<file path="src/rtl/diag_pkg.sv">
// diag_pkg: opcodes, command FSM states and MISO constants shared by the diagnostics controller.
package diag_pkg;
    localparam logic [7:0] OP_HALT        = 8'h01;
    localparam logic [7:0] OP_RUN         = 8'h02;
    localparam logic [7:0] OP_READ        = 8'h03;
    localparam logic [7:0] OP_WRITE       = 8'h04;
    localparam logic [7:0] OP_VRAM        = 8'h05;
    localparam logic [7:0] OP_SET_CONFIG  = 8'h06;
    localparam logic [7:0] OP_SET_DISABLE = 8'h07;
    localparam logic [7:0] OP_GET_CONFIG  = 8'h08;
    localparam logic [7:0] MISO_IDLE      = 8'hFF;

    typedef enum logic [2:0] {
        S_IDLE, S_ADDR_HI, S_ADDR_LO, S_READ_STREAM,
        S_WRITE_STREAM, S_VRAM_STREAM, S_ARG, S_DONE
    } state_e;

    function automatic logic [7:0] status_byte(input logic halt, input logic ram_dis,
                                               input logic rom_dis, input logic [4:0] cfg);
        return {halt, ram_dis, rom_dis, cfg};
    endfunction
endpackage

</file>
<file path="src/rtl/diag_spi_slave.sv">
// diag_spi_slave: SPI mode-0 slave; synchronizes CS/SCK/MOSI into clk, assembles bytes MSB first
// and shifts MISO from a byte loaded by the command logic.
module diag_spi_slave (
    input  logic       clk,
    input  logic       reset,
    input  logic       spi_cs,
    input  logic       spi_sck,
    input  logic       spi_mosi,
    output logic       spi_miso,
    input  logic       load_tx,
    input  logic [7:0] tx_data,
    output logic       cs_active,
    output logic       frame_start,
    output logic       byte_valid,
    output logic [7:0] rx_byte
);
    import diag_pkg::*;

    // bits [1:0] are the synchronizer, bit [2] the previous synchronized value
    logic [2:0] cs_q, cs_d, sck_q, sck_d;
    logic [1:0] mosi_q, mosi_d;
    logic [2:0] bit_cnt_q, bit_cnt_d;
    logic [7:0] rx_q, rx_d, tx_q, tx_d;
    logic       sck_rise, sck_fall;

    always_comb begin
        cs_d        = {cs_q[1:0], spi_cs};
        sck_d       = {sck_q[1:0], spi_sck};
        mosi_d      = {mosi_q[0], spi_mosi};
        cs_active   = ~cs_q[1];
        frame_start = cs_q[2] & ~cs_q[1];
        sck_rise    = cs_active & sck_q[1] & ~sck_q[2];
        sck_fall    = cs_active & ~sck_q[1] & sck_q[2];
        rx_byte     = {rx_q[6:0], mosi_q[1]};
        byte_valid  = sck_rise & (bit_cnt_q == 3'd7);
        rx_d        = sck_rise ? rx_byte : rx_q;
        bit_cnt_d   = !cs_active ? 3'd0 : sck_rise ? bit_cnt_q + 3'd1 : bit_cnt_q;
        // the fall after the 8th bit leaves the register alone so the next byte can be loaded
        tx_d        = load_tx ? tx_data
                    : (sck_fall && bit_cnt_q != 3'd0) ? {tx_q[6:0], 1'b1} : tx_q;
        spi_miso    = tx_q[7];
    end

    always_ff @(posedge clk) begin
        if (reset) begin
            cs_q      <= 3'b111;
            sck_q     <= '0;
            mosi_q    <= '0;
            bit_cnt_q <= '0;
            rx_q      <= '0;
            tx_q      <= MISO_IDLE;
        end else begin
            cs_q      <= cs_d;
            sck_q     <= sck_d;
            mosi_q    <= mosi_d;
            bit_cnt_q <= bit_cnt_d;
            rx_q      <= rx_d;
            tx_q      <= tx_d;
        end
    end
endmodule

</file>
<file path="src/rtl/diagnostics_ctrl.sv">
// diagnostics_ctrl: SPI-driven halt, RAM read/write, VRAM readback and config control.
// Define DIAG_VRAM_READ_EN to implement the VRAM streaming opcode.
module diagnostics_ctrl (
    input  logic        clk,
    input  logic        reset,
    input  logic        spi_cs,
    input  logic        spi_sck,
    input  logic        spi_mosi,
    output logic        spi_miso,
    output logic        halt,
    output logic [15:0] ram_addr,
    input  logic [7:0]  ram_rdata,
    output logic [7:0]  ram_wdata,
    output logic        ram_we,
    output logic        ram_cs,
    input  logic [4:0]  configuration,
    output logic [10:0] vram_addr,
    input  logic [7:0]  vram_rdata,
    output logic        vram_clk,
    output logic [4:0]  config_byte,
    input  logic [10:0] vram_size,
    input  logic        ram_disable_in,
    input  logic        rom_disable_in,
    output logic        ram_disable_out,
    output logic        rom_disable_out
);
    import diag_pkg::*;

`ifdef DIAG_VRAM_READ_EN
    localparam bit VRAM_EN = 1'b1;
`else
    localparam bit VRAM_EN = 1'b0;
`endif

    state_e      state_q, state_d;
    logic [7:0]  op_q, op_d, wdata_q, wdata_d;
    logic [15:0] addr_q, addr_d;
    logic [10:0] vram_addr_q, vram_addr_d, vram_next;
    logic [4:0]  cfg_q, cfg_d;
    logic [1:0]  pend_q, pend_d;
    logic        halt_q, halt_d, ram_cs_q, ram_cs_d, ram_we_q, ram_we_d;
    logic        ram_dis_q, ram_dis_d, rom_dis_q, rom_dis_d;
    logic        fetch, load_tx, cs_active, frame_start, byte_valid;
    logic [7:0]  tx_data, rx_byte;

    diag_spi_slave u_spi (
        .clk(clk), .reset(reset), .spi_cs(spi_cs), .spi_sck(spi_sck), .spi_mosi(spi_mosi),
        .spi_miso(spi_miso), .load_tx(load_tx), .tx_data(tx_data), .cs_active(cs_active),
        .frame_start(frame_start), .byte_valid(byte_valid), .rx_byte(rx_byte)
    );

    always_comb begin
        state_d     = state_q;
        op_d        = op_q;
        halt_d      = halt_q;
        addr_d      = ram_we_q ? addr_q + 16'd1 : addr_q;
        wdata_d     = wdata_q;
        ram_cs_d    = 1'b0;
        ram_we_d    = 1'b0;
        vram_addr_d = vram_addr_q;
        cfg_d       = cfg_q;
        ram_dis_d   = ram_dis_q;
        rom_dis_d   = rom_dis_q;
        fetch       = 1'b0;
        vram_next   = vram_addr_q + 11'd1;
        // prefetched data lands two cycles after the fetch, then the address advances
        load_tx     = pend_q[1];
        tx_data     = (state_q == S_VRAM_STREAM) ? vram_rdata : ram_rdata;
        if (pend_q[1] && state_q == S_READ_STREAM) addr_d = addr_q + 16'd1;
        if (pend_q[1] && state_q == S_VRAM_STREAM) vram_addr_d = (vram_next >= vram_size) ? '0 : vram_next;
        if (frame_start) begin
            load_tx = 1'b1;
            tx_data = status_byte(halt_q, ram_dis_q, rom_dis_q, cfg_q);
        end
        if (!cs_active) begin
            state_d = S_IDLE;
        end else if (byte_valid) begin
            load_tx = 1'b1;
            tx_data = MISO_IDLE;
            case (state_q)
                S_IDLE: begin
                    op_d    = rx_byte;
                    state_d = S_DONE;
                    case (rx_byte)
                        OP_HALT:                       halt_d = 1'b1;
                        OP_RUN:                        halt_d = 1'b0;
                        OP_READ, OP_WRITE:             state_d = halt_q ? S_ADDR_HI : S_DONE;
                        OP_SET_CONFIG, OP_SET_DISABLE: state_d = S_ARG;
                        OP_GET_CONFIG:                 tx_data = {3'b000, cfg_q};
                        OP_VRAM: if (VRAM_EN) begin
                            state_d     = S_VRAM_STREAM;
                            vram_addr_d = '0;
                            fetch       = 1'b1;
                            load_tx     = 1'b0;
                        end
                        default: ;
                    endcase
                end
                S_ADDR_HI: begin
                    addr_d[15:8] = rx_byte;
                    state_d      = S_ADDR_LO;
                end
                S_ADDR_LO: begin
                    addr_d[7:0] = rx_byte;
                    state_d     = (op_q == OP_READ) ? S_READ_STREAM : S_WRITE_STREAM;
                    fetch       = (op_q == OP_READ);
                    ram_cs_d    = (op_q == OP_READ);
                    load_tx     = (op_q != OP_READ);
                end
                S_READ_STREAM: begin
                    fetch    = 1'b1;
                    ram_cs_d = 1'b1;
                    load_tx  = 1'b0;
                end
                S_VRAM_STREAM: begin
                    fetch   = 1'b1;
                    load_tx = 1'b0;
                end
                S_WRITE_STREAM: begin
                    wdata_d  = rx_byte;
                    ram_cs_d = 1'b1;
                    ram_we_d = 1'b1;
                end
                S_ARG: begin
                    state_d   = S_DONE;
                    cfg_d     = (op_q == OP_SET_CONFIG) ? rx_byte[4:0] : cfg_q;
                    ram_dis_d = (op_q == OP_SET_DISABLE) ? rx_byte[0] : ram_dis_q;
                    rom_dis_d = (op_q == OP_SET_DISABLE) ? rx_byte[1] : rom_dis_q;
                end
                default: ;
            endcase
        end
        pend_d = {pend_q[0], fetch};
    end

    always_ff @(posedge clk) begin
        if (reset) begin
            state_q     <= S_IDLE;
            op_q        <= '0;
            halt_q      <= 1'b0;
            addr_q      <= '0;
            wdata_q     <= '0;
            ram_cs_q    <= 1'b0;
            ram_we_q    <= 1'b0;
            vram_addr_q <= '0;
            cfg_q       <= configuration;
            ram_dis_q   <= ram_disable_in;
            rom_dis_q   <= rom_disable_in;
            pend_q      <= '0;
        end else begin
            state_q     <= state_d;
            op_q        <= op_d;
            halt_q      <= halt_d;
            addr_q      <= addr_d;
            wdata_q     <= wdata_d;
            ram_cs_q    <= ram_cs_d;
            ram_we_q    <= ram_we_d;
            vram_addr_q <= vram_addr_d;
            cfg_q       <= cfg_d;
            ram_dis_q   <= ram_dis_d;
            rom_dis_q   <= rom_dis_d;
            pend_q      <= pend_d;
        end
    end

    assign halt            = halt_q;
    assign ram_addr        = addr_q;
    assign ram_wdata       = wdata_q;
    assign ram_we          = ram_we_q;
    assign ram_cs          = ram_cs_q;
    assign vram_addr       = VRAM_EN ? vram_addr_q : '0;
    assign vram_clk        = clk;
    assign config_byte     = cfg_q;
    assign ram_disable_out = ram_dis_q;
    assign rom_disable_out = rom_dis_q;
endmodule

</file>
<file path="config.mk">
export PLATFORM = sky130hd
export DESIGN_NAME = diagnostics_ctrl
export DESIGN_NICKNAME = d
export VERILOG_FILES = /design/src/rtl/diag_pkg.sv /design/src/rtl/diag_spi_slave.sv /design/src/rtl/diagnostics_ctrl.sv
export SDC_FILE = /design/constraint.sdc
export NUM_CORES = 1
export LEC_CHECK = 0
export CAP_MARGIN = 10
export CELL_PAD_IN_SITES_DETAIL_PLACEMENT = 1
export CELL_PAD_IN_SITES_GLOBAL_PLACEMENT = 1
export CORE_UTILIZATION = 34
export DETAILED_ROUTE_END_ITERATION = 10
export GPL_TIMING_DRIVEN = 0
export PLACE_DENSITY = 0.83
export SYNTH_ARGS = -nofsm -noshare
export SYNTH_HDL_FRONTEND = slang
export SYNTH_SLANG_ARGS = --single-unit
</file>
<file path="constraint.sdc">
create_clock -name clk -period 1.7 [get_ports clk]
set_input_delay 0.255 -clock clk [delete_from_list [all_inputs] [get_ports clk]]
set_output_delay 0.255 -clock clk [all_outputs]
set_load 0.005 [all_outputs]
</file>
# Yosys cells after proc, flatten, opt, wreduce, memory -nomap -nowiden
# Cells that the tools add are included.
[word_totals] ramBits=0 inputBits=39 out_inout_bits=47 mem_count=0 latchBits=0 register_bits=73 rom_bits=0
[classes] bitwise_logic=10 n_addsub=2 n_reduce_logical=23 n_mux=41 n_lt_le_gt_ge=0 shift=0 div=0 n_eq_ne=19 multipliers=0
[op_table] operator="2-to-1 mux 8 bit" n=10
[op_table] operator="2-to-1 mux 16 bit" n=4
[op_table] operator="== test 8 x 3 -> 1 bit (second input constant)" n=5
[op_table] operator="2-to-1 mux 5 bit" n=5
[op_table] operator="== test 8 x 2 -> 1 bit (second input constant)" n=3
[op_table] operator="adder 16 x 1 -> 16 bit (second input constant)" n=1
[op_table] operator="2-to-1 mux 1 bit" n=14
[op_table] operator="== test 3 bit (second input constant)" n=4
[op_table] operator="case mux 3 bit (4 select lines)" n=1
[op_table] operator="AND reduction 4 bit" n=3
[op_table] operator="nonzero test 2 bit" n=6
[op_table] operator="OR reduction 2 bit" n=5
[op_table] operator="== test 8 x 1 -> 1 bit (second input constant)" n=1
[op_table] operator="== test 8 x 4 -> 1 bit (second input constant)" n=1
[op_table] operator="inequality test 8 x 2 -> 1 bit (second input constant)" n=1
[op_table] operator="case mux 1 bit (2 select lines)" n=4
[op_table] operator="bitwise AND 1 bit" n=6
[op_table] operator="== test 3 x 2 -> 1 bit (second input constant)" n=2
[op_table] operator="2-to-1 mux 3 bit" n=2
[op_table] operator="case mux 3 bit (2 select lines)" n=1
[op_table] operator="AND reduction 3 bit" n=2
[op_table] operator="NOT 1 bit" n=4
[op_table] operator="nonzero test 4 bit" n=1
[op_table] operator="adder 3 x 1 -> 3 bit (second input constant)" n=1
[op_table] operator="other kinds (7)" n=8

# Longest topological paths before layout
[logic_depth] word_depth=7 depth_mapped=9 mapped_depth_nobuf=7

# Modules after synthesis
# A second synthesis with hierarchy kept.
[hier_totals] cells_unflattened=405 hier_area_um2=3794.9
[by_module_without_submodules] mod="diagnostics_ctrl" seq_area_each_um2=1011.0 area_each_um2=2660.1 n_inst=1 cells_each=294
[by_module_without_submodules] mod="diag_spi_slave" seq_area_each_um2=520.5 area_each_um2=1134.8 n_inst=1 cells_each=111

==> impl_results.md <==
- Via count: 3,249
- Max VDD drop: 427.9 µV
- Rel. slew slack: 48.96%
- DRC: 0
- # IOs: 86
- Count leader, synth: dfxtp_1
- Top-area cell type share of the netlist area: 36.76%
- Ys async rst share: 0%
- Final Routed Wirelength: 11,810 µm
- Final setup viols: between 40 and 50
- Leak: 2.055 nW
- Mapped Area: 3595 µm²
- Worst path required time: 2.06 ns
- Starting Density: 34.98%
- Non-Filler Cell Area, Final: 5363 µm²
- Initial antenna violation count: 0
- First-pass GRT wire length: 17,160 µm
- Status: finished, violations left
- Post-route setup slack: -0.1908 ns
- Final min period: 1.891 ns
- Pin count of the biggest net entering global routing: 14
- Worst-Skew Late Latency: roughly 0.47 ns
- Avg Inst Size Synth: roughly 9.4 µm²
- Via density: 5.174
- Area added between synthesis and finish: 49.18%
- Warnings from Yosys: 0
- Max Slew Vio Count: 0
- Antenna Cells: 0
- Multi-input logic area: around 2200 µm²
- Register area: 1568 µm²
- #FFs+latches synth: 73
- Synth area leader: dfxtp_1
- Routed Antenna Nets: 0
- Fin Hold WS: 0.3556 ns
- Hold Violations, Final: 0
- Clk slew on worst S/H paths: around 0.08 ns
- Period utilisation layout: 111.2%
- Post-Layout Cell Count: 628
- Filler cells: around 1,200
- Total iterations of the first detailed-routing run: 4
- Max Cap Viol: 0
- Placed cell count: just under 600
- Total die area: 10,990 µm²
- Type of the most critical hold path: in -> reg
- Mapped Cells: 381
- Placed cell areas: 4442 µm²
- Vias in the first global route: 3,371
- Die height: 104.8 µm
- Fraction of layout cells with a size suffix above 1: about a third
- Register area share after synthesis: between 40% and 50%
- Final #Nets: 530
- Initial detailed-routing violation count: 112
- Post-layout util: 52.18%
- PortBufs: 62
- CTS tree: built
- Die Wd: around 100 µm
- Netlist cell types: 55
- Top cells by count, synth: dfxtp_1 (66), nor2_1 (65), mux2i_1 (27)
- Num rows: 37
- Total GRT Usage: 20.13%
- PD cells: 713.6 nW/µm²
- RSZ-0062 raised after global routing: true
- Startpoint Class: flip-flop
- Slew @ Worst Pin: 0.7656 ns
- Final HPWL DP: between 7000 and 8000 µm
- Grt total ovfl: 0
- CORE AREA: between 10,000 and 15,000 µm²
- Area contributors post-synth: dfxtp_1 (37%), mux2i_1 (7.5%), nor2_1 (6.8%), edfxtp_1 (5.8%), mux2_2 (5.6%)
- Main synth FF type: dfxtp_1
- Setup TNS: -3.635 ns
- Skew final: approximately 0.0075 ns
- Failing checks: negative setup slack
- Routed wire per std cell: about 19 µm
- Critical Path Fanout Max: 5
- WS Path Type: reg -> reg
- CP Capture Type: flip-flop
- Post-synth EDFFs: 7
- Final GP Congestion: between 0.8 and 0.9
- Fmax: 528.9 MHz
- Crit path DAT: 2.25 ns
## flip-flops by register name (all words and copies together) (netlist names)
register / count
u_spi.rx_q: 7
ram_we: 1
ram_wdata: 8
config_byte: 5
rom_disable_out: 1
ram_disable_out: 1
u_spi.sck_q: 3
pend_q: 2
u_spi.bit_cnt_q: 3
u_spi.tx_q: 8
state_q: 3
halt: 1
u_spi.mosi_q: 2
ram_cs: 1
u_spi.cs_q: 3
ram_addr: 16
op_q: 8
## placed cells by master, fill, tap and decap left out, types with 5 or more instances in the layout
cell              n
conb_1           11
dfxtp_1          47
nand2_1          15
a211oi_2         14
clkdlybuf4s50_1  61
mux2_2           18
buf_6            14
mux2i_1          24
a21oi_1          13
nor2_1           52
nor2_4           10
nor3_1            6
edfxtp_1          7
dfxtp_4           5
clkbuf_8         12
buf_4            22
nor2b_1           8
inv_1             9
nand2b_1          7
clkbuf_1         10
xnor2_1          13
dfxtp_2          14
## metrics by stage
step,setup slack [ns],total power [mW]
after floorplan,-0.006089,1.975
after detailed placement,-0.3371,2.136
final,-0.1908,3.827
after CTS,-0.1114,3.851
after global routing,-0.2754,3.952
after global placement,-0.1920,2.131
## report_power, final
group / switching, mW / internal (mW) / total, mW
clock network: 0.770 / 1.03 / 1.80
registers: 0.0203 / 1.76 / 1.78
logic: 0.106 / 0.142 / 0.248
## kinds of logic (layout without fill, tap and decap cells)
| kind of cell | after synthesis | in the layout | share of synthesized area [%] |
|---|---|---|---|
| buffers and inverters | 44 | 145 | 6.648 |
| AOI/OAI and AO/OA | 60 | 60 | 11.94 |
| adders and majority gates | 4 | 4 | 1.392 |
| muxes | 45 | 45 | 13.16 |
| other | 1 | 11 | 0.1043 |
| DFF | 73 | 73 | 42.60 |
| xor gates and xnor gates | 17 | 17 | 4.142 |
| and+or+nand+nor | 137 | 137 | 20.01 |
## cell type report
class / count / area share [%]
flip-flops and latches: 73 / 29.23
clock inverters: 7 / 1.750
multi-input cells: 274 / 41.60
well taps: 136 / 3.173
clock buffers: 13 / 3.266
plain buffers: 34 / 4.596
inverters: 9 / 0.6300
repair buffers: 82 / 15.75
## critical path, stage by stage, from the launching register on
cell and delay (ns):
dfxtp_2 0.36, ha_4 0.14, ha_4 0.13, and4bb_2 0.26, nand3b_1 0.19, o31a_1 0.38, o22ai_1 0.22, o21ai_0 0.11
## per-layer routing
layer / track usage (%) / routed length [µm] / part of all wire [%]
met1: 22.93 / 4876 / 41
met2: 35.48 / 6262 / 53
met3: 3.930 / 392 / 3.3
met4: 10.56 / 281 / 2.4
met5: 0 / 0 / 0
## repair_timing
item                                    in CTS  in global routing
gates resized for setup                     47                 74
hold buffers                                 0                  0
endpoints found under the setup margin      61                 58
pin swaps                                   15                 13
buffers inserted                            11                  8
gates cloned                                 1                  1
## worst paths after layout
path	start	to	slack, ns	cells past startpoint
worst max-delay path	u_spi.bit_cnt_q[1]	u_spi.tx_q[3]	-0.19	7
worst min-delay path	spi_mosi	u_spi.mosi_q[0]	0.36	2
worst min register to register	u_spi.cs_q[0]	u_spi.cs_q[1]	0.42	1
worst max register to register	u_spi.bit_cnt_q[1]	u_spi.tx_q[3]	-0.19	7
Note: power is estimated with default switching activity, not from simulation.
